$ cat src/rtl/amux_spi_ctrl_pkg.sv
// Shared frame geometry, register map constants and frame FSM encoding.
// No logic and no latency; SPI has no backpressure, so none applies here.
package amux_spi_pkg;

    localparam int          FRAME_W     = 16;
    localparam int          ADDR_W      = 7;
    localparam logic [6:0]  ID_ADDR     = 7'h7F;
    localparam logic [7:0]  CHIP_ID_DEF = 8'hA5;

    typedef enum logic [1:0] {
        ST_IDLE,
        ST_CMD,
        ST_DATA,
        ST_DONE
    } frame_st_e;

endpackage

$ cat src/rtl/amux_spi_ctrl_if.sv
// SPI slave pins; master drives ss/sck/mosi, the controller drives miso.
// Pure wiring, zero latency; SPI has no flow control.
interface amux_spi_ctrl_if;

    logic ss;
    logic sck;
    logic mosi;
    logic miso;

    modport master (output ss, output sck, output mosi, input miso);
    modport slave  (input ss, input sck, input mosi, output miso);

endinterface

$ cat src/rtl/amux_spi_ctrl_sync.sv
// 2-FF synchroniser with rise/fall pulses, 3 clk from pin to pulse.
// No backpressure; pulses are single-cycle and must be consumed when seen.
module spi_sync_edge #(
    parameter logic RST_VAL = 1'b0
) (
    input  logic clk,
    input  logic rst_n,
    input  logic d_i,
    output logic rise_o,
    output logic fall_o
);

    logic       s1_q;
    logic       s2_q;
    logic       prev_q;
    logic [1:0] prime_q;

    // Edges are held off until the chain has flushed its reset value, so a pin
    // already sitting at the active level at reset release never looks like an edge.
    always_ff @(posedge clk or negedge rst_n) begin
        if (!rst_n) begin
            s1_q    <= RST_VAL;
            s2_q    <= RST_VAL;
            prev_q  <= RST_VAL;
            prime_q <= 2'd0;
        end else begin
            s1_q   <= d_i;
            s2_q   <= s1_q;
            prev_q <= s2_q;
            if (prime_q != 2'd3) begin
                prime_q <= prime_q + 2'd1;
            end
        end
    end

    assign rise_o = (prime_q == 2'd3) &  s2_q & ~prev_q;
    assign fall_o = (prime_q == 2'd3) & ~s2_q &  prev_q;

endmodule

$ cat src/rtl/amux_spi_ctrl.sv
// SPI-programmed analog-mux enables with break-before-make; commit 1 clk after 16th sck rise,
// BBM_CYCLES of all-zero before any new non-zero pattern. No backpressure: SPI is free-running.
module amux_spi_ctrl
    import amux_spi_pkg::*;
#(
    parameter int         NUM_CH     = 1,
    parameter int         BBM_CYCLES = 4,
    parameter logic [7:0] CHIP_ID    = CHIP_ID_DEF
) (
    input  logic                  clk,
    input  logic                  rst_n,
    amux_spi_ctrl_if.slave        spi,
    input  logic                  sel,
    input  logic                  amux_sel,
    input  logic [8*NUM_CH-1:0]   amux_pad_en,
    output logic [8*NUM_CH-1:0]   amux_en
);

    localparam int PW = 8 * NUM_CH;

    logic ss_rise, ss_fall, sck_rise, sck_fall;
    logic mosi_s1_q, mosi_s_q;

    spi_sync_edge #(.RST_VAL(1'b1)) u_ss_sync (
        .clk(clk), .rst_n(rst_n), .d_i(spi.ss), .rise_o(ss_rise), .fall_o(ss_fall)
    );

    spi_sync_edge #(.RST_VAL(1'b0)) u_sck_sync (
        .clk(clk), .rst_n(rst_n), .d_i(spi.sck), .rise_o(sck_rise), .fall_o(sck_fall)
    );

    always_ff @(posedge clk or negedge rst_n) begin
        if (!rst_n) begin
            mosi_s1_q <= 1'b0;
            mosi_s_q  <= 1'b0;
        end else begin
            mosi_s1_q <= spi.mosi;
            mosi_s_q  <= mosi_s1_q;
        end
    end

    frame_st_e           state_q, state_d;
    logic [3:0]          bit_cnt_q;
    logic [FRAME_W-1:0]  shift_q;
    logic                commit_q;
    logic                rd_q;
    logic [7:0]          rd_sh_q;
    logic                miso_q;
    logic [PW-1:0]       bank_q;

    logic                shift_en, cmd_end, frame_end, clr_cnt;
    logic [7:0]          cmd_byte;
    logic [ADDR_W-1:0]   cmd_addr;
    logic [ADDR_W-1:0]   wr_addr;
    logic [7:0]          rd_dat;

    always_ff @(posedge clk or negedge rst_n) begin
        if (!rst_n) begin
            state_q <= ST_IDLE;
        end else begin
            state_q <= state_d;
        end
    end

    always_comb begin
        state_d = state_q;
        case (state_q)
            ST_IDLE: if (ss_fall) state_d = ST_CMD;
            ST_CMD: begin
                if (ss_rise)                             state_d = ST_IDLE;
                else if (sck_rise && bit_cnt_q == 4'd7)  state_d = ST_DATA;
            end
            ST_DATA: begin
                if (ss_rise)                             state_d = ST_IDLE;
                else if (sck_rise && bit_cnt_q == 4'd15) state_d = ST_DONE;
            end
            ST_DONE: if (ss_rise) state_d = ST_IDLE;
            default: state_d = ST_IDLE;
        endcase
    end

    always_comb begin
        shift_en  = 1'b0;
        cmd_end   = 1'b0;
        frame_end = 1'b0;
        clr_cnt   = (state_q == ST_IDLE) || ss_rise;
        if ((state_q == ST_CMD || state_q == ST_DATA) && !ss_rise && sck_rise) begin
            shift_en  = 1'b1;
            cmd_end   = (state_q == ST_CMD)  && (bit_cnt_q == 4'd7);
            frame_end = (state_q == ST_DATA) && (bit_cnt_q == 4'd15);
        end
    end

    // The 8th command bit is still on mosi when the read data is latched.
    assign cmd_byte = {shift_q[6:0], mosi_s_q};
    assign cmd_addr = cmd_byte[ADDR_W-1:0];
    assign wr_addr  = shift_q[FRAME_W-2 -: ADDR_W];

    always_comb begin
        rd_dat = 8'h00;
        if (cmd_addr == ID_ADDR) begin
            rd_dat = CHIP_ID;
        end
        for (int k = 0; k < NUM_CH; k++) begin
            if (cmd_addr == ADDR_W'(k)) begin
                rd_dat = bank_q[8*k +: 8];
            end
        end
    end

    always_ff @(posedge clk or negedge rst_n) begin
        if (!rst_n) begin
            bit_cnt_q <= 4'd0;
            shift_q   <= '0;
            commit_q  <= 1'b0;
        end else begin
            if (clr_cnt) begin
                bit_cnt_q <= 4'd0;
            end else if (shift_en) begin
                bit_cnt_q <= bit_cnt_q + 4'd1;
            end
            if (shift_en) begin
                shift_q <= {shift_q[FRAME_W-2:0], mosi_s_q};
            end
            commit_q <= frame_end;
        end
    end

    always_ff @(posedge clk or negedge rst_n) begin
        if (!rst_n) begin
            rd_q    <= 1'b0;
            rd_sh_q <= 8'h00;
            miso_q  <= 1'b0;
        end else begin
            if (cmd_end) begin
                rd_q    <= cmd_byte[7];
                rd_sh_q <= rd_dat;
            end else if (state_q == ST_DATA && rd_q && sck_fall) begin
                rd_sh_q <= {rd_sh_q[6:0], 1'b0};
            end
            if (state_q != ST_DATA) begin
                miso_q <= 1'b0;
            end else if (rd_q && sck_fall) begin
                miso_q <= rd_sh_q[7];
            end
        end
    end

    assign spi.miso = miso_q;

    // shift_q is frozen in DONE, so it still holds the whole frame on the commit cycle.
    always_ff @(posedge clk or negedge rst_n) begin
        if (!rst_n) begin
            bank_q <= '0;
        end else if (commit_q && !shift_q[FRAME_W-1]) begin
            for (int k = 0; k < NUM_CH; k++) begin
                if (wr_addr == ADDR_W'(k)) begin
                    bank_q[8*k +: 8] <= shift_q[7:0];
                end
            end
        end
    end

    logic [PW-1:0] pat;
    logic [PW-1:0] p_last_q, p_last_d;
    logic [PW-1:0] en_q, en_d;
    logic          busy_q, busy_d;
    logic [7:0]    bbm_cnt_q, bbm_cnt_d;

    assign pat = !amux_sel ? '0 : (sel ? amux_pad_en : bank_q);

    always_comb begin
        p_last_d  = p_last_q;
        en_d      = en_q;
        busy_d    = busy_q;
        bbm_cnt_d = bbm_cnt_q;
        if (pat != p_last_q) begin
            p_last_d  = pat;
            en_d      = '0;
            busy_d    = (pat != '0);
            bbm_cnt_d = (pat != '0) ? 8'd1 : 8'd0;
        end else if (busy_q) begin
            if (bbm_cnt_q >= 8'(BBM_CYCLES)) begin
                en_d      = p_last_q;
                busy_d    = 1'b0;
                bbm_cnt_d = 8'd0;
            end else if (bbm_cnt_q != 8'hFF) begin
                bbm_cnt_d = bbm_cnt_q + 8'd1;
            end
        end
    end

    always_ff @(posedge clk or negedge rst_n) begin
        if (!rst_n) begin
            p_last_q  <= '0;
            en_q      <= '0;
            busy_q    <= 1'b0;
            bbm_cnt_q <= 8'd0;
        end else begin
            p_last_q  <= p_last_d;
            en_q      <= en_d;
            busy_q    <= busy_d;
            bbm_cnt_q <= bbm_cnt_d;
        end
    end

    assign amux_en = en_q;

endmodule

$ cat src/flat_wrapper.sv
// flat-port wrapper written by rule: the top's interface ports become plain ports
module amux_spi_ctrl_flat import amux_spi_pkg::*;
#(
    parameter int         NUM_CH     = 1,
    parameter int         BBM_CYCLES = 4,
    parameter logic [7:0] CHIP_ID    = CHIP_ID_DEF
)
  (clk, rst_n, sel, amux_sel, amux_pad_en, amux_en, spi_ss, spi_sck, spi_mosi, spi_miso);
  amux_spi_ctrl_if spi_i ();
  input  logic clk;
  input  logic rst_n;
  input  logic sel;
  input  logic amux_sel;
  input  logic [8*NUM_CH-1:0] amux_pad_en;
  output logic [8*NUM_CH-1:0] amux_en;
  input wire logic [$bits(spi_i.ss)-1:0] spi_ss;
  input wire logic [$bits(spi_i.sck)-1:0] spi_sck;
  input wire logic [$bits(spi_i.mosi)-1:0] spi_mosi;
  output wire logic [$bits(spi_i.miso)-1:0] spi_miso;
  assign spi_i.ss = spi_ss;
  assign spi_i.sck = spi_sck;
  assign spi_i.mosi = spi_mosi;
  assign spi_miso = spi_i.miso;
  amux_spi_ctrl #(.NUM_CH(NUM_CH), .BBM_CYCLES(BBM_CYCLES), .CHIP_ID(CHIP_ID)) u_core (.clk(clk), .rst_n(rst_n), .spi(spi_i), .sel(sel), .amux_sel(amux_sel), .amux_pad_en(amux_pad_en), .amux_en(amux_en));
endmodule
$ cat config.mk
export PLATFORM = sky130hd
export DESIGN_NAME = amux_spi_ctrl_flat
export DESIGN_NICKNAME = d
export VERILOG_FILES = /design/src/rtl/amux_spi_ctrl_pkg.sv /design/src/rtl/amux_spi_ctrl_if.sv /design/src/rtl/amux_spi_ctrl_sync.sv /design/src/rtl/amux_spi_ctrl.sv /design/src/flat_wrapper.sv
export SDC_FILE = /design/constraint.sdc
export NUM_CORES = 1
export LEC_CHECK = 0
export ABC_CLOCK_PERIOD_IN_PS = 2100
export CORE_MARGIN = 2
export CORE_UTILIZATION = 52
export DETAILED_ROUTE_END_ITERATION = 7
export PLACE_DENSITY = 0.86
export SYNTH_ARGS = -nofsm -noshare
export SYNTH_HDL_FRONTEND = slang
export SYNTH_SLANG_ARGS = --single-unit
$ cat constraint.sdc
create_clock -name clk -period 2.1 [get_ports clk]
set_input_delay 0.63 -clock clk [delete_from_list [all_inputs] [get_ports clk]]
set_output_delay 0.63 -clock clk [all_outputs]
set_load 0.05 [all_outputs]
=== Word-level counts from Yosys, hierarchy flattened ===
Index checks and enable logic that the tools add are counted.

* Input bits: 15
* Logic and storage cells: 115
* RAM bits: 0
* Memories kept: 0
* Bits in latches: 0
* Flip-flop bits (word level): 78
* ROM bits: 0
* Output and inout port bits: 9

* Div/mod/pow operators: 0
* Shift-type cells: 0
* Reduce and logical (&&, ||, !) cells: 28
* Bitwise logic cells: 12
* $lt $le $gt $ge: 1
* $mul: 0
* Multiplexer cells: 31
* Equal/unequal tests: 17
* $add $sub $neg: 4

{| class="wikitable"
|+ Operators with widths
! operator !! count
|-
| $mux 8 || 13
|-
| $logic_not 7->1 || 2
|-
| $mux 2 || 6
|-
| $logic_and 1x1->1 || 10
|-
| $reduce_bool 2->1 || 5
|-
| $mux 1 || 9
|-
| $add 8x1->8 const B || 1
|-
| $and 1x1->1 || 8
|-
| $eq 2x2->1 const B || 4
|-
| $ge 8x3->1 const B || 1
|-
| $mux 4 || 2
|-
| $ne 8x8->1 || 1
|-
| $ne 8x8->1 const B || 1
|-
| $pmux 2 s4 || 1
|-
| $reduce_bool 8->1 || 1
|-
| $eq 7x7->1 const B || 1
|-
| $ne 2x2->1 const B || 3
|-
| $ne 3x1->1 const B || 2
|-
| $reduce_and 2->1 || 3
|-
| $add 2x1->2 const B || 2
|-
| $add 4x1->4 const B || 1
|-
| $eq 4x3->1 const B || 1
|-
| $eq 4x4->1 const B || 1
|-
| $ne 2x1->1 const B || 2
|-
| other kinds (7) || 12
|}

=== Logic depth before layout (Yosys ltp) ===
* Depth after elaboration: 9
* Gate-level depth with buffers: 8
* Gate-level depth less buffers: 7

=== Modules after synthesis ===
From an unflattened synthesis, not the netlist that was laid out.

* Cell total of the unflattened synthesis: 294
* Area, all modules: 3499.6 um^2

{| class="wikitable"
|+ Modules (own cells, without submodules)
! module !! area each (um^2) !! sequential area each (um^2) !! cells an instance !! instances
|-
| amux_spi_ctrl || 3133.0 || 1701.6 || 274 || 1
|-
| spi_sync_edge (u_core.u_ss_sync) || 185.2 || 128.9 || 10 || 1
|-
| spi_sync_edge (u_core.u_sck_sync) || 181.4 || 125.1 || 10 || 1
|}

=== Worst setup path before layout ===
OpenSTA, ideal clock, no wires.

* Path kind: input to register
* Start point: in sel
* End point: reg u_core.bbm_cnt_q[6]
* Arrival: 2133 ps
* Buffers on the path: 3
* Data required time: 2020 ps
* Setup slack: -113 ps
* Library setup time: 80 ps
* Cell stages on the path: 8
* Cells stage by stage: buf_6 > mux2i_2 > nor3_1 > nand4b_1 > or4_1 > buf_6 > buf_6 > nor3b_2

* Longest elaborated chain between the ends: 5
* Elaborated cells on any way between the ends: 7
* Those cells by class: 1 x eq/ne; 3 x mux; 3 x reduce/logical

{| class="wikitable"
|+ Ends and longest elaborated chain
! element !! RTL line !! text
|-
| from (decl) || flat_wrapper.sv:12 || <nowiki>input logic sel;</nowiki>
|-
| $mux 8 * (2 in a row) || amux_spi_ctrl.sv:170 || <nowiki>assign pat = !amux_sel ? '0 : (sel ? amux_pad_en : bank_q);</nowiki>
|-
| $ne 8x8->1 * || amux_spi_ctrl.sv:177 || <nowiki>if (pat != p_last_q) begin</nowiki>
|-
| $reduce_bool 3->1 (no line) / $reduce_bool 2->1 (equally long branches) || - ||
|-
| $reduce_and 2->1 (no line) || - ||
|-
| to (signal assigned) || amux_spi_ctrl.sv:203 || <nowiki>bbm_cnt_q <= bbm_cnt_d;</nowiki>
|-
| to (decl) || amux_spi_ctrl.sv:168 || <nowiki>logic [7:0] bbm_cnt_q, bbm_cnt_d;</nowiki>
|}

Every way passes the cells marked *; elsewhere a longest branch is shown, timed or not.
A chain may end at the register's enable or synchronous reset.

=== Final worst setup path ===
* Start point: in sel
* End point: reg u_core.busy_q

* Longest elaborated chain between the ends: 4
* Elaborated cells on any way between the ends: 5
* Those cells by class: 1 x eq/ne; 3 x mux; 1 x reduce/logical

{| class="wikitable"
|+ Ends and longest elaborated chain
! element !! RTL line !! text
|-
| $mux 8 * (2 in a row) || amux_spi_ctrl.sv:170 ||
|-
| $ne 8x8->1 / $reduce_bool 8->1 (equally long branches) || amux_spi_ctrl.sv:177, amux_spi_ctrl.sv:180 ||
|-
| $mux 1 * || amux_spi_ctrl.sv:177 ||
|-
| via u_core.busy_d || amux_spi_ctrl.sv:167 || <nowiki>logic busy_q, busy_d;</nowiki>
|-
| to (signal assigned) || amux_spi_ctrl.sv:202 || <nowiki>busy_q <= busy_d;</nowiki>
|-
| to (decl) || amux_spi_ctrl.sv:167 ||
|}

Mark *: on every way through the listed nets, which the timed path passes. The rest lies on a longest branch.

==> flow_summary.toml <==
[detailed_routing]
antenna_left = 0
wl_mm = 7.43
wl_per_cell_um = 17.8
drt-initial-drc-count = 217
drc = 4
vias_per_cell = 5.95
first_pass_iters = 6
vias = 2486

[global_route]
grt_pass1_wl_mm = 12.0
grt_max_degree = 29
antenna_found_initial = 0
globalRouteTotalUtil_pct = 21.3
grt_remaining_overflow = 0
grt_pass1_vias = 2551

[placed_design]
dp_hpwl_mm = 4.64
dp_slack_ns = -0.719
gp_congestion = 0.913
placed_cell_area_um2 = 3880
portBuffers = 23

[synthesis]
synth_compound_area_share_pct = 4.85
synthCells = 286
synth.mux.area_fraction_pct = 16.7
synth_fa_ha_area_share_pct = 3.24
yosysSeqAreaShare_pct = 56.2
yosysUniqueCellTypes = 38
netlist_area_um2 = 3480
synth.avg_cell_area_um2 = 12.2
synth_top_family_by_area = "multiplexers"
synth_seq_cells = 78
synth-simple-area-share_pct = 15.2
synth_warnings = 0
synth-xor-area-share_pct = 1.26
syn_nets = 310

[power_and_ir_drop]
p_comb_share_pct = 15.4
p_sw_share_pct = 26.6
p_int_mw = 2.42
p_sw_mw = 0.877
pwr-share-seq_pct = 52.2
p_leak_nw = 2.03
clkPwrFrac_pct = 32.3
ir_worst_vdd_v = 0.000683
totalPowerFinal_mw = 3.30
p_per_area_nw_per_um2 = 767

[clock_tree]
htree_levels = 3
clock_path_buffers = 2
cts_made_buffers = 9
cts_tree = "built"
cts_hold_buf = 0
clock_sinks = 78
clk_pin_slew_ns = 0.07
root_buffer = "clkbuf_8"
insertion_delay_ns = 0.34

[setup_path]
cp_slowest_stage_delay_ns = 0.57
worstSetupPathType = "in2reg"
r2r-start = "u_core.bank_q[0]$_DFFE_PN0P_"
rr_worst_depth = 6
cp_max_fo = 5
r2r_setup_slack_ns = 0.08
arrival_ns = 2.33
crit_path_start_kind = "input pin"
worstPathRequired_ns = 2.30
cpLargestDelayFamily = "simple AND/OR/NAND/NOR gates"
rr_endpoint = "u_core.busy_q$_DFF_PN0_"
end_kind = "flop"
cp_cell_sequence = "buf_12 > buf_12 > mux2i_2 > or3_1 > nand4b_1 > or4_4 > buf_8 > mux2i_1"
critical-path-slowest-cell = "or4_4"
crit_path_frequent_cell = "buf_12"
crit_buf_inv = 3

[floorplanning]
boundaryPins = 24
core_um2 = 6420
start_util_pct = 54.2
row_count = 29
die-height_um = 85.8
die_w_um = 85.8
dieArea_um2 = 7360

[timing]
drv_slew = 0
slew_headroom_pct = 66.6
hold_violations = 0
period_share_pct = 101
setup-violations-final = 4
rsz0062_at_grt = "true"
max_freq_mhz = 470
worst_pin_slew_ns = 0.496
setup-tns-final_ns = -0.0495
clock_skew_ns = 0.0130
timing.final.ws_setup_ns = -0.0270
period_minus_slack_ns = 2.13

[final_layout]
syn2layout_area_growth_pct = 23.7
design_area_um2 = 4300
diodes = 0
final_util_pct = 67.0
drive_above_1_share_pct = 30.8
nets = 360

[hold_path]
hp-class = "in2async"

[flow_run]
max_cap_viol_count = 0

[outcome]
failed_checks = "design-rule violations, negative setup slack"
status = "finished with violations"
==> worst max path at each step <==
stage | start | endpoint | slack [ns] | depth (start not counted)
global route | amux_sel | u_core.busy_q$_DFF_PN0_ | -0.06 | 7
detailed placement | sel | u_core.bbm_cnt_q[4]$_DFFE_PN0P_ | -0.72 | 8
floorplan | sel | u_core.bbm_cnt_q[6]$_DFFE_PN0P_ | -0.08 | 8
finish | sel | u_core.busy_q$_DFF_PN0_ | -0.03 | 8
CTS | amux_pad_en[3] | u_core.busy_q$_DFF_PN0_ | 0.006 | 7
global placement | sel | u_core.bbm_cnt_q[7]$_DFFE_PN0P_ | -0.63 | 8
==> kinds of logic (layout without fill, tap and decap cells) <==
kind of cell	Yosys count	after routing
simple gates	93	93
flops	78	78
mux	54	54
compound gates	31	31
buf+inv	16	71
fa+ha+maj	9	9
xor+xnor	5	5
==> cell usage after synthesis (all sizes together) <==
cell type / count / area (µm²)
nor2: 26 / 97.6
a211oi: 1 / 7.51
nor3: 7 / 35.0
nand3: 10 / 50.1
clkbuf: 6 / 25.0
or4: 3 / 22.5
a21oi: 12 / 60.1
inv: 5 / 18.8
dfstp: 3 / 78.8
nor2b: 3 / 18.8
buf: 5 / 43.8
mux2: 30 / 338
nand2b: 3 / 18.8
a21o: 1 / 7.51
o21a: 1 / 7.51
nand4: 3 / 18.8
and3b: 2 / 17.5
mux2i: 24 / 244
nor3b: 7 / 57.6
or3: 4 / 25.0
o21ai: 14 / 70.1
nor4: 7 / 50.1
nand3b: 2 / 15.0
ha: 9 / 113
or2: 1 / 6.26
o211ai: 1 / 7.51
nand2: 7 / 26.3
nand4b: 7 / 61.3
and4b: 1 / 10.0
xor2: 3 / 26.3
dfrtp: 75 / 1880
xnor2: 2 / 17.5
o2111ai: 1 / 8.76
==> layer usage <==
metal,track usage (%),vias to the layer above,wire length (µm)
met5,0,-,0
met4,10.2,0,187
met3,5.58,15,381
met2,37.6,91,3900
met1,23.8,1250,2960
li1,-,1130,-
==> area by class of cell <==
type | instances | area (µm²)
Fill cell | 452 | 2120
Sequential cell | 78 | 1960
Multi-Input combinational cell | 192 | 1540
Timing Repair Buffer | 48 | 479
Clock buffer | 14 | 183
Tap cell | 77 | 96.3
Inverter | 5 | 22.5
Clock inverter | 2 | 15.0
Timing Repair inverter | 2 | 15.0
==> flip-flops by register name, indices dropped and copies added, names as in the netlist, 2 cells and up <==
name                       flops
u_core.shift_q                16
u_core.bbm_cnt_q               8
u_core.u_ss_sync.prime_q       2
u_core.u_sck_sync.prime_q      2
u_core.state_q                 2
u_core.bank_q                  8
u_core.rd_sh_q                 8
u_core.bit_cnt_q               4
u_core.p_last_q                8
u_core.amux_en                 8
==> power by group through the flow <==
stage | clock, mW | combinational [mW] | sequential [mW]
final | 1.07 | 0.509 | 1.72
after global routing | 1.17 | 0.563 | 1.74
after CTS | 1.10 | 0.492 | 1.72
after detailed placement | 0 | 0.446 | 1.75
after global placement | 0 | 0.424 | 1.73
after floorplan | 0 | 0.309 | 1.71
==> per-stage QoR <==
stage	hold WS (ns)	std cells
after floorplan	0.331	286
after global placement	0.333	392
after detailed placement	0.336	392
after CTS	0.159	416
after global routing	0.179	418
final	0.175	418
==> cells in the final DEF (no fill, tap or decap), types with 3 or more instances in the layout <==
| master | count |
|---|---|
| mux2i_1 | 16 |
| dfstp_2 | 3 |
| nand2_1 | 7 |
| mux2i_2 | 4 |
| or3_1 | 3 |
| nor3_1 | 7 |
| mux2i_4 | 4 |
| xor2_1 | 3 |
| buf_4 | 27 |
| clkinvlp_4 | 5 |
| clkdlybuf4s50_1 | 3 |
| inv_1 | 4 |
| dfrtp_1 | 75 |
| o21ai_0 | 8 |
| a21oi_1 | 12 |
| nand2b_1 | 3 |
| dlygate4sd2_1 | 7 |
| nor4_1 | 6 |
| nand4b_1 | 7 |
| nand4_1 | 3 |
| nor2_1 | 26 |
| nor2b_1 | 3 |
| nor3b_2 | 4 |
| ha_1 | 9 |
| mux2_2 | 30 |
| nand3_1 | 10 |
| o21ai_1 | 5 |
| buf_12 | 4 |
| clkbuf_8 | 13 |
==> what timing repair did <==
action,in CTS,in global routing
resized for setup,36,18
pin swaps,4,4
cloned,5,0
buffers inserted,3,2
endpoints found under the hold margin,0,0
endpoints found under the setup margin,18,17
Power figures use the tool's default switching activity.
